[config.mk]
export PLATFORM = sky130hd
export DESIGN_NAME = creg_arbiter
export DESIGN_NICKNAME = d
export VERILOG_FILES = /design/src/rtl/creg_arbiter.sv
export SDC_FILE = /design/constraint.sdc
export NUM_CORES = 1
export LEC_CHECK = 0
export BUFFER_PORTS_ARGS = -buffer_cell sky130_fd_sc_hd__buf_4
export CELL_PAD_IN_SITES_DETAIL_PLACEMENT = 0
export CELL_PAD_IN_SITES_GLOBAL_PLACEMENT = 1
export CORE_MARGIN = 2
export CORE_UTILIZATION = 35
export CTS_CLUSTER_DIAMETER = 40
export DETAILED_ROUTE_END_ITERATION = 10
export PLACE_DENSITY = 0.95
export SETUP_SLACK_MARGIN = 0.3
export SYNTH_ARGS = -nofsm -noshare
export SYNTH_HDL_FRONTEND = slang
export SYNTH_SLANG_ARGS = --single-unit
[constraint.sdc]
create_clock -name clk -period 2.8 [get_ports clk]
set_clock_uncertainty 0.15 [all_clocks]
set_input_delay 0.14 -clock clk [delete_from_list [all_inputs] [get_ports clk]]
set_output_delay 0.14 -clock clk [all_outputs]
set_load 0.03 [all_outputs]
[src/rtl/creg_arbiter.sv]
// Round-robin arbiter sharing the control-register port among NUM_REQ requesters,
// with read-data return routing and an SPI/GPIO guard. Optional macro: CREG_ARB_LOCK_EN.
module creg_arbiter #(
  parameter int unsigned NUM_REQ  = 2,
  parameter int unsigned RD_LAT   = 2,
  parameter int unsigned IO_GUARD = 3
) (
  input  logic                  clk,
  input  logic                  rst,
  input  logic [NUM_REQ-1:0]    IN_req,
  input  logic [NUM_REQ-1:0]    IN_reqWe,
  input  logic [4*NUM_REQ-1:0]  IN_reqWm,
  input  logic [7*NUM_REQ-1:0]  IN_reqAddr,
  input  logic [32*NUM_REQ-1:0] IN_reqData,
`ifdef CREG_ARB_LOCK_EN
  input  logic [NUM_REQ-1:0]    IN_lock,
`endif
  output logic [NUM_REQ-1:0]    OUT_grant,
  output logic [NUM_REQ-1:0]    OUT_rvalid,
  output logic [31:0]           OUT_rdata,
  output logic                  OUT_ce,
  output logic                  OUT_we,
  output logic [3:0]            OUT_wm,
  output logic [6:0]            OUT_addr,
  output logic [31:0]           OUT_data,
  input  logic [31:0]           IN_cregData,
  input  logic                  IN_ioBusy
);

  localparam int unsigned ID_W   = (NUM_REQ > 2) ? 2 : 1;
  localparam int unsigned CNT_W  = ID_W + 1;
  localparam int unsigned GRD_W  = (IO_GUARD > 0) ? $clog2(IO_GUARD + 1) : 1;
  localparam int unsigned PIPE_W = RD_LAT * ID_W;

  // SPI data and GPIO output registers; accesses must not overlap an ongoing operation
  function automatic logic is_io(input logic [6:0] a);
    return !a[5] && ((a[4:0] == 5'd4) || (a[4:0] == 5'd5));
  endfunction

  logic [3:0]  wm_a   [NUM_REQ];
  logic [6:0]  addr_a [NUM_REQ];
  logic [31:0] data_a [NUM_REQ];
  logic [NUM_REQ-1:0] io_a;
  logic [NUM_REQ-1:0] elig_raw;
  logic [NUM_REQ-1:0] elig;
  logic               blocked;

  logic [CNT_W-1:0] scan;
  logic [CNT_W-1:0] ptr_nxt;
  logic             gnt_vld;
  logic [ID_W-1:0]  gnt_id;

  logic [ID_W-1:0]    ptr_q,    ptr_d;
  logic [GRD_W-1:0]   guard_q,  guard_d;
  logic               ce_q,     ce_d;
  logic               we_q,     we_d;
  logic [3:0]         wm_q,     wm_d;
  logic [6:0]         addr_q,   addr_d;
  logic [31:0]        data_q,   data_d;
  logic [RD_LAT-1:0]  pv_q,     pv_d;
  logic [PIPE_W-1:0]  pid_q,    pid_d;
  logic [NUM_REQ-1:0] rvalid_q, rvalid_d;
  logic [31:0]        rdata_q,  rdata_d;
`ifdef CREG_ARB_LOCK_EN
  logic               lock_q,    lock_d;
  logic [ID_W-1:0]    lock_id_q, lock_id_d;
`endif

  assign blocked = IN_ioBusy || (guard_q != '0);

  for (genvar g = 0; g < NUM_REQ; g++) begin : g_req
    assign wm_a[g]     = IN_reqWm[4*g +: 4];
    assign addr_a[g]   = IN_reqAddr[7*g +: 7];
    assign data_a[g]   = IN_reqData[32*g +: 32];
    assign io_a[g]     = is_io(IN_reqAddr[7*g +: 7]);
    assign elig_raw[g] = IN_req[g] && !(io_a[g] && blocked);
  end

  // Eligibility mask and round-robin scan starting at the pointer
  always_comb begin
    elig    = elig_raw;
`ifdef CREG_ARB_LOCK_EN
    if (lock_q && IN_req[lock_id_q]) elig = elig_raw & (NUM_REQ'(1) << lock_id_q);
`endif
    gnt_vld = 1'b0;
    gnt_id  = '0;
    scan    = '0;
    for (int unsigned i = 0; i < NUM_REQ; i++) begin
      scan = CNT_W'(ptr_q) + CNT_W'(i);
      if (scan >= CNT_W'(NUM_REQ)) scan = scan - CNT_W'(NUM_REQ);
      if (!gnt_vld && elig[scan[ID_W-1:0]]) begin
        gnt_vld = 1'b1;
        gnt_id  = scan[ID_W-1:0];
      end
    end
    gnt_vld = gnt_vld && !rst;
  end

  assign OUT_grant = gnt_vld ? (NUM_REQ'(1) << gnt_id) : '0;

  // Next-state for port registers, pointer, guard and read-return pipe
  always_comb begin
    ptr_d    = ptr_q;
    guard_d  = guard_q;
    ce_d     = 1'b1;
    we_d     = we_q;
    wm_d     = wm_q;
    addr_d   = addr_q;
    data_d   = data_q;
    rvalid_d = '0;
    rdata_d  = rdata_q;
    ptr_nxt  = CNT_W'(gnt_id) + CNT_W'(1);
    if (ptr_nxt >= CNT_W'(NUM_REQ)) ptr_nxt = '0;

    if (guard_q != '0) guard_d = guard_q - GRD_W'(1);

    if (gnt_vld) begin
      ptr_d  = ptr_nxt[ID_W-1:0];
      ce_d   = 1'b0;
      we_d   = ~IN_reqWe[gnt_id];
      wm_d   = wm_a[gnt_id];
      addr_d = addr_a[gnt_id];
      data_d = data_a[gnt_id];
      if (io_a[gnt_id]) guard_d = GRD_W'(IO_GUARD);
    end

    // Stage 0 holds a read granted this cycle; the last stage fires rvalid next cycle
    pv_d  = (pv_q << 1) | RD_LAT'(gnt_vld && !IN_reqWe[gnt_id]);
    pid_d = (pid_q << ID_W) | PIPE_W'(gnt_id);
    if (pv_q[RD_LAT-1]) begin
      rvalid_d = NUM_REQ'(1) << pid_q[PIPE_W-1 -: ID_W];
      rdata_d  = IN_cregData;
    end
  end

`ifdef CREG_ARB_LOCK_EN
  // Lock follows the granted requester; released on an unlocked grant or a dropped request
  always_comb begin
    lock_d    = lock_q;
    lock_id_d = lock_id_q;
    if (gnt_vld) begin
      lock_d    = IN_lock[gnt_id];
      lock_id_d = gnt_id;
    end else if (lock_q && !IN_req[lock_id_q]) begin
      lock_d    = 1'b0;
    end
  end
`endif

  always_ff @(posedge clk) begin
    if (rst) begin
      ptr_q     <= '0;
      guard_q   <= '0;
      ce_q      <= 1'b1;
      we_q      <= 1'b1;
      wm_q      <= '0;
      addr_q    <= '0;
      data_q    <= '0;
      pv_q      <= '0;
      pid_q     <= '0;
      rvalid_q  <= '0;
      rdata_q   <= '0;
`ifdef CREG_ARB_LOCK_EN
      lock_q    <= 1'b0;
      lock_id_q <= '0;
`endif
    end else begin
      ptr_q     <= ptr_d;
      guard_q   <= guard_d;
      ce_q      <= ce_d;
      we_q      <= we_d;
      wm_q      <= wm_d;
      addr_q    <= addr_d;
      data_q    <= data_d;
      pv_q      <= pv_d;
      pid_q     <= pid_d;
      rvalid_q  <= rvalid_d;
      rdata_q   <= rdata_d;
`ifdef CREG_ARB_LOCK_EN
      lock_q    <= lock_d;
      lock_id_q <= lock_id_d;
`endif
    end
  end

  assign OUT_ce     = ce_q;
  assign OUT_we     = we_q;
  assign OUT_wm     = wm_q;
  assign OUT_addr   = addr_q;
  assign OUT_data   = data_q;
  assign OUT_rvalid = rvalid_q;
  assign OUT_rdata  = rdata_q;

endmodule

==> impl_results.rst, run 1 <==
.. list-table::
   :header-rows: 1

   * - Metric
     - Value
   * - Slowest stage cell on the critical path
     - nor3_4
   * - Deepest clock path buffer count
     - 2
   * - Cell-by-cell listing of the critical path
     - nor3_4, o31a_1, a21oi_1, nor2b_1, buf_4
   * - Syn Inst Count
     - 402
   * - WP buf/inv
     - 1
   * - Minimum period implied by the final worst setup slack
     - 2.33 ns
   * - DRT iter0 DRCs
     - 258
   * - Final Routed Wirelength
     - 12900 microns
   * - Syn_nets
     - 527
   * - FFs w/ async S/R, synth
     - 0%
   * - Estimated wirelength of the detail-placed design
     - 8400 microns
   * - Global-route wire length before repair
     - 20900 microns
   * - Leftover overflow at the end of global routing
     - 0
   * - Cell leakage power
     - 3.15 nW
   * - Peak per-stage delay on the critical path
     - 0.38 ns
   * - Number of vias per cell
     - 5.36
   * - Achievable Freq
     - 430 MHz
   * - Number of remaining DRC errors
     - 0
   * - Number of storage elements in the synthesis netlist
     - 86
   * - Count of flip-flops with a built-in enable after synthesis
     - 0
   * - Register area share after synthesis
     - 43.3%
   * - Number of port buffers
     - 205
   * - Starting utilization of the core area
     - 36.3%
   * - Post-synth cell types
     - 36
   * - Global placer's final weighted congestion
     - 0.926
   * - Maximum number of pins on one net before global-route repair
     - 83
   * - Finish-stage setup viols
     - 0
   * - Final hold violations
     - 0
   * - Cell type with the highest aggregate area in the netlist
     - dfxtp_1
   * - Die boundary width
     - 111 microns
   * - Top-count cell post-synth
     - dfxtp_1
   * - CP Data Arrival Time
     - 2.04 ns
   * - Cell chosen for the clock root
     - clkbuf_16
   * - Power density of the placed cells
     - 515 mW/mm^2
   * - Routed WL per cell
     - 17.0 microns
   * - Crit Path Class
     - flip-flop to primary output
   * - Number of warnings reported in the yosys synthesis log
     - 0
   * - Fin nets
     - 743
   * - Period utilization
     - 83.1%
   * - Final Hold Slack
     - 0.0143 ns
   * - Via count of the first global-routing pass
     - 4209
   * - Syn Std Cell Area
     - 0.00397 sq mm
   * - Max_slew headroom
     - 34.7%
   * - Synthesis-to-finish area growth
     - 56.9%
   * - Number of antenna cells inserted
     - 0
   * - Endpoint type of the worst setup path
     - primary output
   * - Predominant post-synthesis flop cell
     - dfxtp_1
   * - Synth top area cells
     - dfxtp_1 43%, and4b_1 10%, a2111oi_0 9.5%
   * - Clock input transition at the sequential cells of the worst setup and hold paths
     - 0.07 ns
   * - CP delay by family, top
     - compound AO/OA/AOI/OAI gates
   * - Number of placement rows
     - 38
   * - Top post-synthesis cells by count
     - 86 x dfxtp_1, 44 x inv_1, 43 x a2111oi_0
   * - Layout filler cell count
     - 945
   * - Setup tns final
     - 0 ns
   * - Average cell area after synthesis
     - 9.88 sq um
   * - Area used by multi-input combinational logic
     - 0.00189 sq mm
   * - Path type of the worst min-delay path
     - input pin to flip-flop
   * - Clock insertion delay at the later pin of the skew report
     - 0.32 ns
   * - Depth of the CTS H-tree
     - 3
   * - DIE AREA
     - 0.0122 sq mm
   * - TritonCTS clock tree
     - built
   * - Antenna violations before repair
     - 0
   * - CTS buffer count
     - 9
   * - Standard cell core area
     - 0.0109 sq mm
   * - Number of clock sinks seen by CTS
     - 86
   * - Tightest Pin Transition
     - 0.979 ns
   * - I/O pin count
     - 206
   * - Data required time at the worst endpoint
     - 2.51 ns
   * - Total of max-cap violations
     - 0
   * - Result of the run
     - completed
   * - Number of vias after detailed routing
     - 4093
   * - Remaining number of nets flagged by the antenna check after routing
     - 0
   * - Layout cells sized above 1
     - 38.4%
   * - Die height
     - 111 microns
   * - Setup repair after global routing missed its margin
     - false
   * - First-pass detailed-route iteration total
     - 4
   * - Critical path fanouts, max
     - 7
   * - Sequential standard cell area
     - 0.00172 sq mm
   * - Worst vdd rail ir drop
     - 256 uV
   * - Crit path launch type
     - flip-flop
   * - Top cell type's share of synthesized area
     - 43.3%
   * - Setup fix buffers added after clock tree synthesis
     - 0
   * - Number of max-slew violations in the final report
     - 0
   * - Global routing usage summed across all routing layers
     - 20.6%
[layout make-up]
class,count,area share (%)
Inverter,44,2.65
Timing Repair Buffer,250,31.8
Clock inverter,5,0.622
Multi-Input combinational cell,227,30.4
Sequential cell,86,27.7
Clock buffer,11,4.06
Tap cell,140,2.81
[state kept, by name (all words and copies together) (netlist names)]
| name | cells |
|---|---|
| OUT_addr | 7 |
| OUT_ce | 1 |
| OUT_data | 32 |
| OUT_rdata | 32 |
| OUT_rvalid | 2 |
| OUT_we | 1 |
| OUT_wm | 4 |
| guard_q | 2 |
| pid_q | 2 |
| ptr_q | 1 |
| pv_q | 2 |
[metal layers]
| layer | wire length (microns) | GRT usage [%] | share of wire [%] | vias to the layer above |
|---|---|---|---|---|
| li1 | - | - | - | 1945 |
| met1 | 5610 | 24.9 | 43 | 1933 |
| met2 | 5900 | 33.9 | 46 | 190 |
| met3 | 1120 | 6.59 | 8.6 | 25 |
| met4 | 319 | 8.08 | 2.5 | 0 |
| met5 | 0 | 0 | 0 | - |
[kinds of logic (layout without fill, tap and decap cells)]
group                  Yosys count  in the layout  synth area share, %
buffers and inverters           89            310                 9.54
AND/OR/NAND/NOR                 97             97                 17.1
AO/OA/AOI/OAI                   98             98                 22.0
flip-flops                      86             86                 43.3
multiplexers                    32             32                 8.06
[worst reg2reg max path: cells and delay by family (launching register included)]
kind | cells | cell delay (ns)
compound gates | 3 | 1.20
flops | 1 | 0.39
buf+inv | 1 | 0.24
simple gates | 1 | 0.09
[power breakdown]
| group | switching, mW | internal [mW] |
|---|---|---|
| clock | 0.488 | 0.658 |
| sequential | 0.0550 | 1.30 |
| combinational | 0.371 | 0.339 |
| total | 0.914 | 2.30 |
[metrics by stage]
stage | cell area (sq um) | utilization [%] | worst slack (ns) | power (mW) | instances
after floorplan | 3970 | - | 0.754 | 1.73 | 402
after global placement | 5560 | 50.9 | 0.566 | 2.03 | 710
after detailed placement | 5560 | 50.9 | 0.483 | 2.04 | 710
after CTS | 6220 | 56.9 | 0.318 | 3.24 | 763
after global routing | 6230 | 57.0 | 0.333 | 3.36 | 763
final | 6230 | 57.0 | 0.474 | 3.21 | 763
[cell usage in the layout, fill, tap and decap left out, drive strengths merged, types with 7 or more instances in the layout]
| cell | count |
|---|---|
| buf | 213 |
| dfxtp | 86 |
| inv | 47 |
| a2111oi | 43 |
| and4b | 40 |
| a211o | 40 |
| dlygate4sd3 | 37 |
| nor2 | 34 |
| mux2i | 32 |
| clkbuf | 11 |
| nor3 | 7 |
[timing repair]
action / 4_1_cts / 5_1_grt
endpoints found under the setup margin: 0 / 2
hold buffers: 37 / 0
gates resized for setup: 0 / 1
hold endpoints to repair: 37 / 0
[path summary, 6_finish.rpt]
kind / endpoint / depth (start not counted) / startpoint / slack (ns)
max: OUT_grant[1] / 5 / guard_q[0] / 0.47
min: OUT_data[19] / 3 / IN_reqData[51] / 0.01
max reg2reg: OUT_wm[1] / 5 / guard_q[1] / 0.68
min reg2reg: OUT_rvalid[0] / 1 / pid_q[1] / 0.27
No activity file was read; power rests on OpenSTA's default activity.
==> inputs of run 2 (changes only) <==
--- a/config.mk
+++ b/config.mk
@@ -9,10 +9,10 @@
 export CELL_PAD_IN_SITES_DETAIL_PLACEMENT = 0
 export CELL_PAD_IN_SITES_GLOBAL_PLACEMENT = 1
 export CORE_MARGIN = 2
-export CORE_UTILIZATION = 35
+export CORE_UTILIZATION = 30
 export CTS_CLUSTER_DIAMETER = 40
 export DETAILED_ROUTE_END_ITERATION = 10
-export PLACE_DENSITY = 0.95
+export PLACE_DENSITY = 0.88
 export SETUP_SLACK_MARGIN = 0.3
 export SYNTH_ARGS = -nofsm -noshare
 export SYNTH_HDL_FRONTEND = slang
==> constraint.sdc (replaced) <==
create_clock -name clk -period 2 [get_ports clk]
set_clock_uncertainty 0.15 [all_clocks]
set_input_delay 0.1 -clock clk [delete_from_list [all_inputs] [get_ports clk]]
set_output_delay 0.1 -clock clk [all_outputs]
set_load 0.03 [all_outputs]
==> run 2 against run 1 <==
The run now ends with setup timing left. Critical path depth grew 1. Setup slack lost 0.48 ns. Flip-flop and latch count is the same. Sequential power grew 39%. Power grew 55%. Register-to-register slack lost 0.69 ns. Combinational power grew 96%. Clock-buffer cell count shrank 2. Sequential share of layout area shrank 5.4 points. Critical path type is now flip-flop to flip-flop. Final area grew 25%. Wire length grew 26%.
==> impl_results.rst, run 2 (same netlist as run 1, synthesis figures left out) <==
.. list-table::
   :header-rows: 1

   * - Metric
     - Value
   * - Critical path fanouts, max
     - 42
   * - Minimum period implied by the final worst setup slack
     - 2.01 ns
   * - Deepest clock path buffer count
     - 2
   * - Number of vias per cell
     - 5.16
   * - Cell chosen for the clock root
     - clkbuf_16
   * - Number of clock sinks seen by CTS
     - 86
   * - Global routing usage summed across all routing layers
     - 21.9%
   * - Cell-by-cell listing of the critical path
     - nor3_4, buf_4, o41a_4, buf_16, a2111oi_2, a211o_1
   * - Number of placement rows
     - 42
   * - Synthesis-to-finish area growth
     - 95.4%
   * - Violated checks
     - setup timing
   * - Worst hold stages
     - 3
   * - Number of max-slew violations in the final report
     - 0
   * - Via count of the first global-routing pass
     - 4857
   * - DRT iter0 DRCs
     - 269
   * - Final Routed Wirelength
     - 16300 microns
   * - DP Worst Slack
     - -0.176 ns
   * - Global-route wire length before repair
     - 24800 microns
   * - Estimated wirelength of the detail-placed design
     - 8990 microns
   * - Crit path launch type
     - flip-flop
   * - WP buf/inv
     - 2
   * - Achievable Freq
     - 498 MHz
   * - Startpoint of the lowest-slack register-to-register path
     - guard_q[1]
   * - Setup repair after global routing missed its margin
     - true
   * - Number of antenna cells inserted
     - 0
   * - Commonest cells after routing, fill and taps aside
     - 227 x buf_4, 82 x dfxtp_1, 77 x dlygate4sd3_1
   * - Antenna violations before repair
     - 0
   * - Commonest non-fill, non-tap cell in the layout
     - buf_4
   * - Die height
     - 119 microns
   * - Finish-stage setup viols
     - 2
   * - CP startpoint
     - guard_q[1]
   * - DIE AREA
     - 0.0142 sq mm
   * - CP Data Arrival Time
     - 2.15 ns
   * - Hold_sp
     - IN_reqAddr[2]
   * - Remaining number of nets flagged by the antenna check after routing
     - 0
   * - Number of cell instances on the worst register-to-register path
     - 6
   * - Leftover overflow at the end of global routing
     - 0
   * - Data required time at the worst endpoint
     - 2.14 ns
   * - Max_slew headroom
     - 45.9%
   * - Worst-case register-to-register setup slack
     - -0.01 ns
   * - Result of the run
     - complete, but fails checks
   * - I/O pin count
     - 206
   * - Fin nets
     - 824
   * - Depth of the CTS H-tree
     - 3
   * - CP delay by family, top
     - compound AO/OA/AOI/OAI gates
   * - Peak per-stage delay on the critical path
     - 0.45 ns
   * - Global placer's final weighted congestion
     - 0.781
   * - Path type of the worst min-delay path
     - input pin to flip-flop
   * - Period utilization
     - 100%
   * - Power density of the placed cells
     - 643 mW/mm^2
   * - Worst vdd rail ir drop
     - 335 uV
   * - Number of port buffers
     - 205
   * - Cell leakage power
     - 3.73 nW
   * - Tightest Pin Transition
     - 0.812 ns
   * - Number of remaining DRC errors
     - 0
   * - Final worst setup slack
     - -0.00986 ns
   * - Slowest stage cell on the critical path
     - o41a_4
   * - Logic depth of the worst path, buffers included
     - 6
   * - Design area
     - 0.00776 sq mm
   * - First-pass detailed-route iteration total
     - 4
   * - Maximum number of pins on one net before global-route repair
     - 44
   * - Die boundary width
     - 119 microns
   * - Endpoint type of the worst setup path
     - flip-flop
   * - Number of vias after detailed routing
     - 4545
   * - Clock insertion delay at the later pin of the skew report
     - 0.34 ns
   * - Total of max-cap violations
     - 0
   * - CTS buffer count
     - 9
   * - Standard cell core area
     - 0.0131 sq mm
   * - Clock input transition at the sequential cells of the worst setup and hold paths
     - 0.07 ns
   * - TritonCTS clock tree
     - built
   * - Layout cells sized above 1
     - 47.2%
   * - Starting utilization of the core area
     - 30.4%
   * - Cell area after placement
     - 0.00584 sq mm
   * - Layout filler cell count
     - 1032
   * - Routed WL per cell
     - 18.6 microns
   * - Final hold violations
     - 0
   * - Crit Path Class
     - flip-flop to flip-flop
[run 2: changes by cell type in the layout (fill, tap and decap cells not counted), moves of 3 or more]
cell           change
a2111oi_0         -43
a2111oi_1          +9
a2111oi_2         +27
a2111oi_4          +7
buf_12             +7
buf_16             +6
buf_4             +15
buf_6              +7
dfxtp_1            -3
dfxtp_2            +3
dlygate4sd3_1     +40
nand3_1            -3
nor3_1             -3
[run 2: metal layers]
| layer | GRT usage [%] | up-vias | share of wire, % |
|---|---|---|---|
| met5 | 0 | - | 0 |
| met2 | 38.0 | 216 | 50 |
| met3 | 7.33 | 26 | 8.6 |
| met4 | 7.66 | 0 | 2.0 |
| li1 | - | 2115 | - |
| met1 | 25.2 | 2188 | 39 |
[run 2: layout make-up]
class                   instances  area [sq um]  share of cell area (%)
multi-input cells             228          2350                    30.3
clock buffers                   9           225                    2.90
inverters                      44           165                    2.13
flip-flops and latches         86          1730                    22.2
repair buffers                330          3000                    38.7
well taps                     176           220                    2.84
clock inverters                 7          72.6                   0.935
[run 2: what timing repair did]
action	CTS	global route
pin swaps	13	5
hold endpoints to repair	76	1
gates cloned	10	3
buffers inserted	13	2
endpoints found under the setup margin	48	51
hold buffers	76	1
resized for setup	54	33
[run 2: report_power, final]
part	switching [mW]	total (mW)	internal, mW
Clock	0.736	1.71	0.973
Sequential	0.0688	1.89	1.82
Combinational	0.685	1.39	0.707
Total	1.49	4.99	3.50
[run 2: worst paths after layout]
path,to
max,OUT_data[6]
min,OUT_addr[2]
max reg2reg,OUT_data[6]
min reg2reg,OUT_rvalid[0]
[run 2: worst register-to-register path: cells and delay by family (launching register included)]
| family | cells | cell delay [ns] |
|---|---|---|
| AOI/OAI and AO/OA | 3 | 1.04 |
| buffers and inverters | 2 | 0.37 |
| DFF | 1 | 0.35 |
| and+or+nand+nor | 1 | 0.06 |
[run 2: metrics by stage]
step,hold WS [ns],utilization (%),TNS [ns],cells,power (mW)
2_1_floorplan,0.0973,-,0,402,2.45
3_3_place_gp,0.185,44.6,-2.69,759,2.90
3_5_place_dp,0.194,44.6,-5.04,759,2.92
4_1_cts,0.0000265,57.5,0,874,4.95
5_1_grt,0.0447,59.3,-1.15,880,5.21
6_report,0.0255,59.3,-0.0125,880,4.99
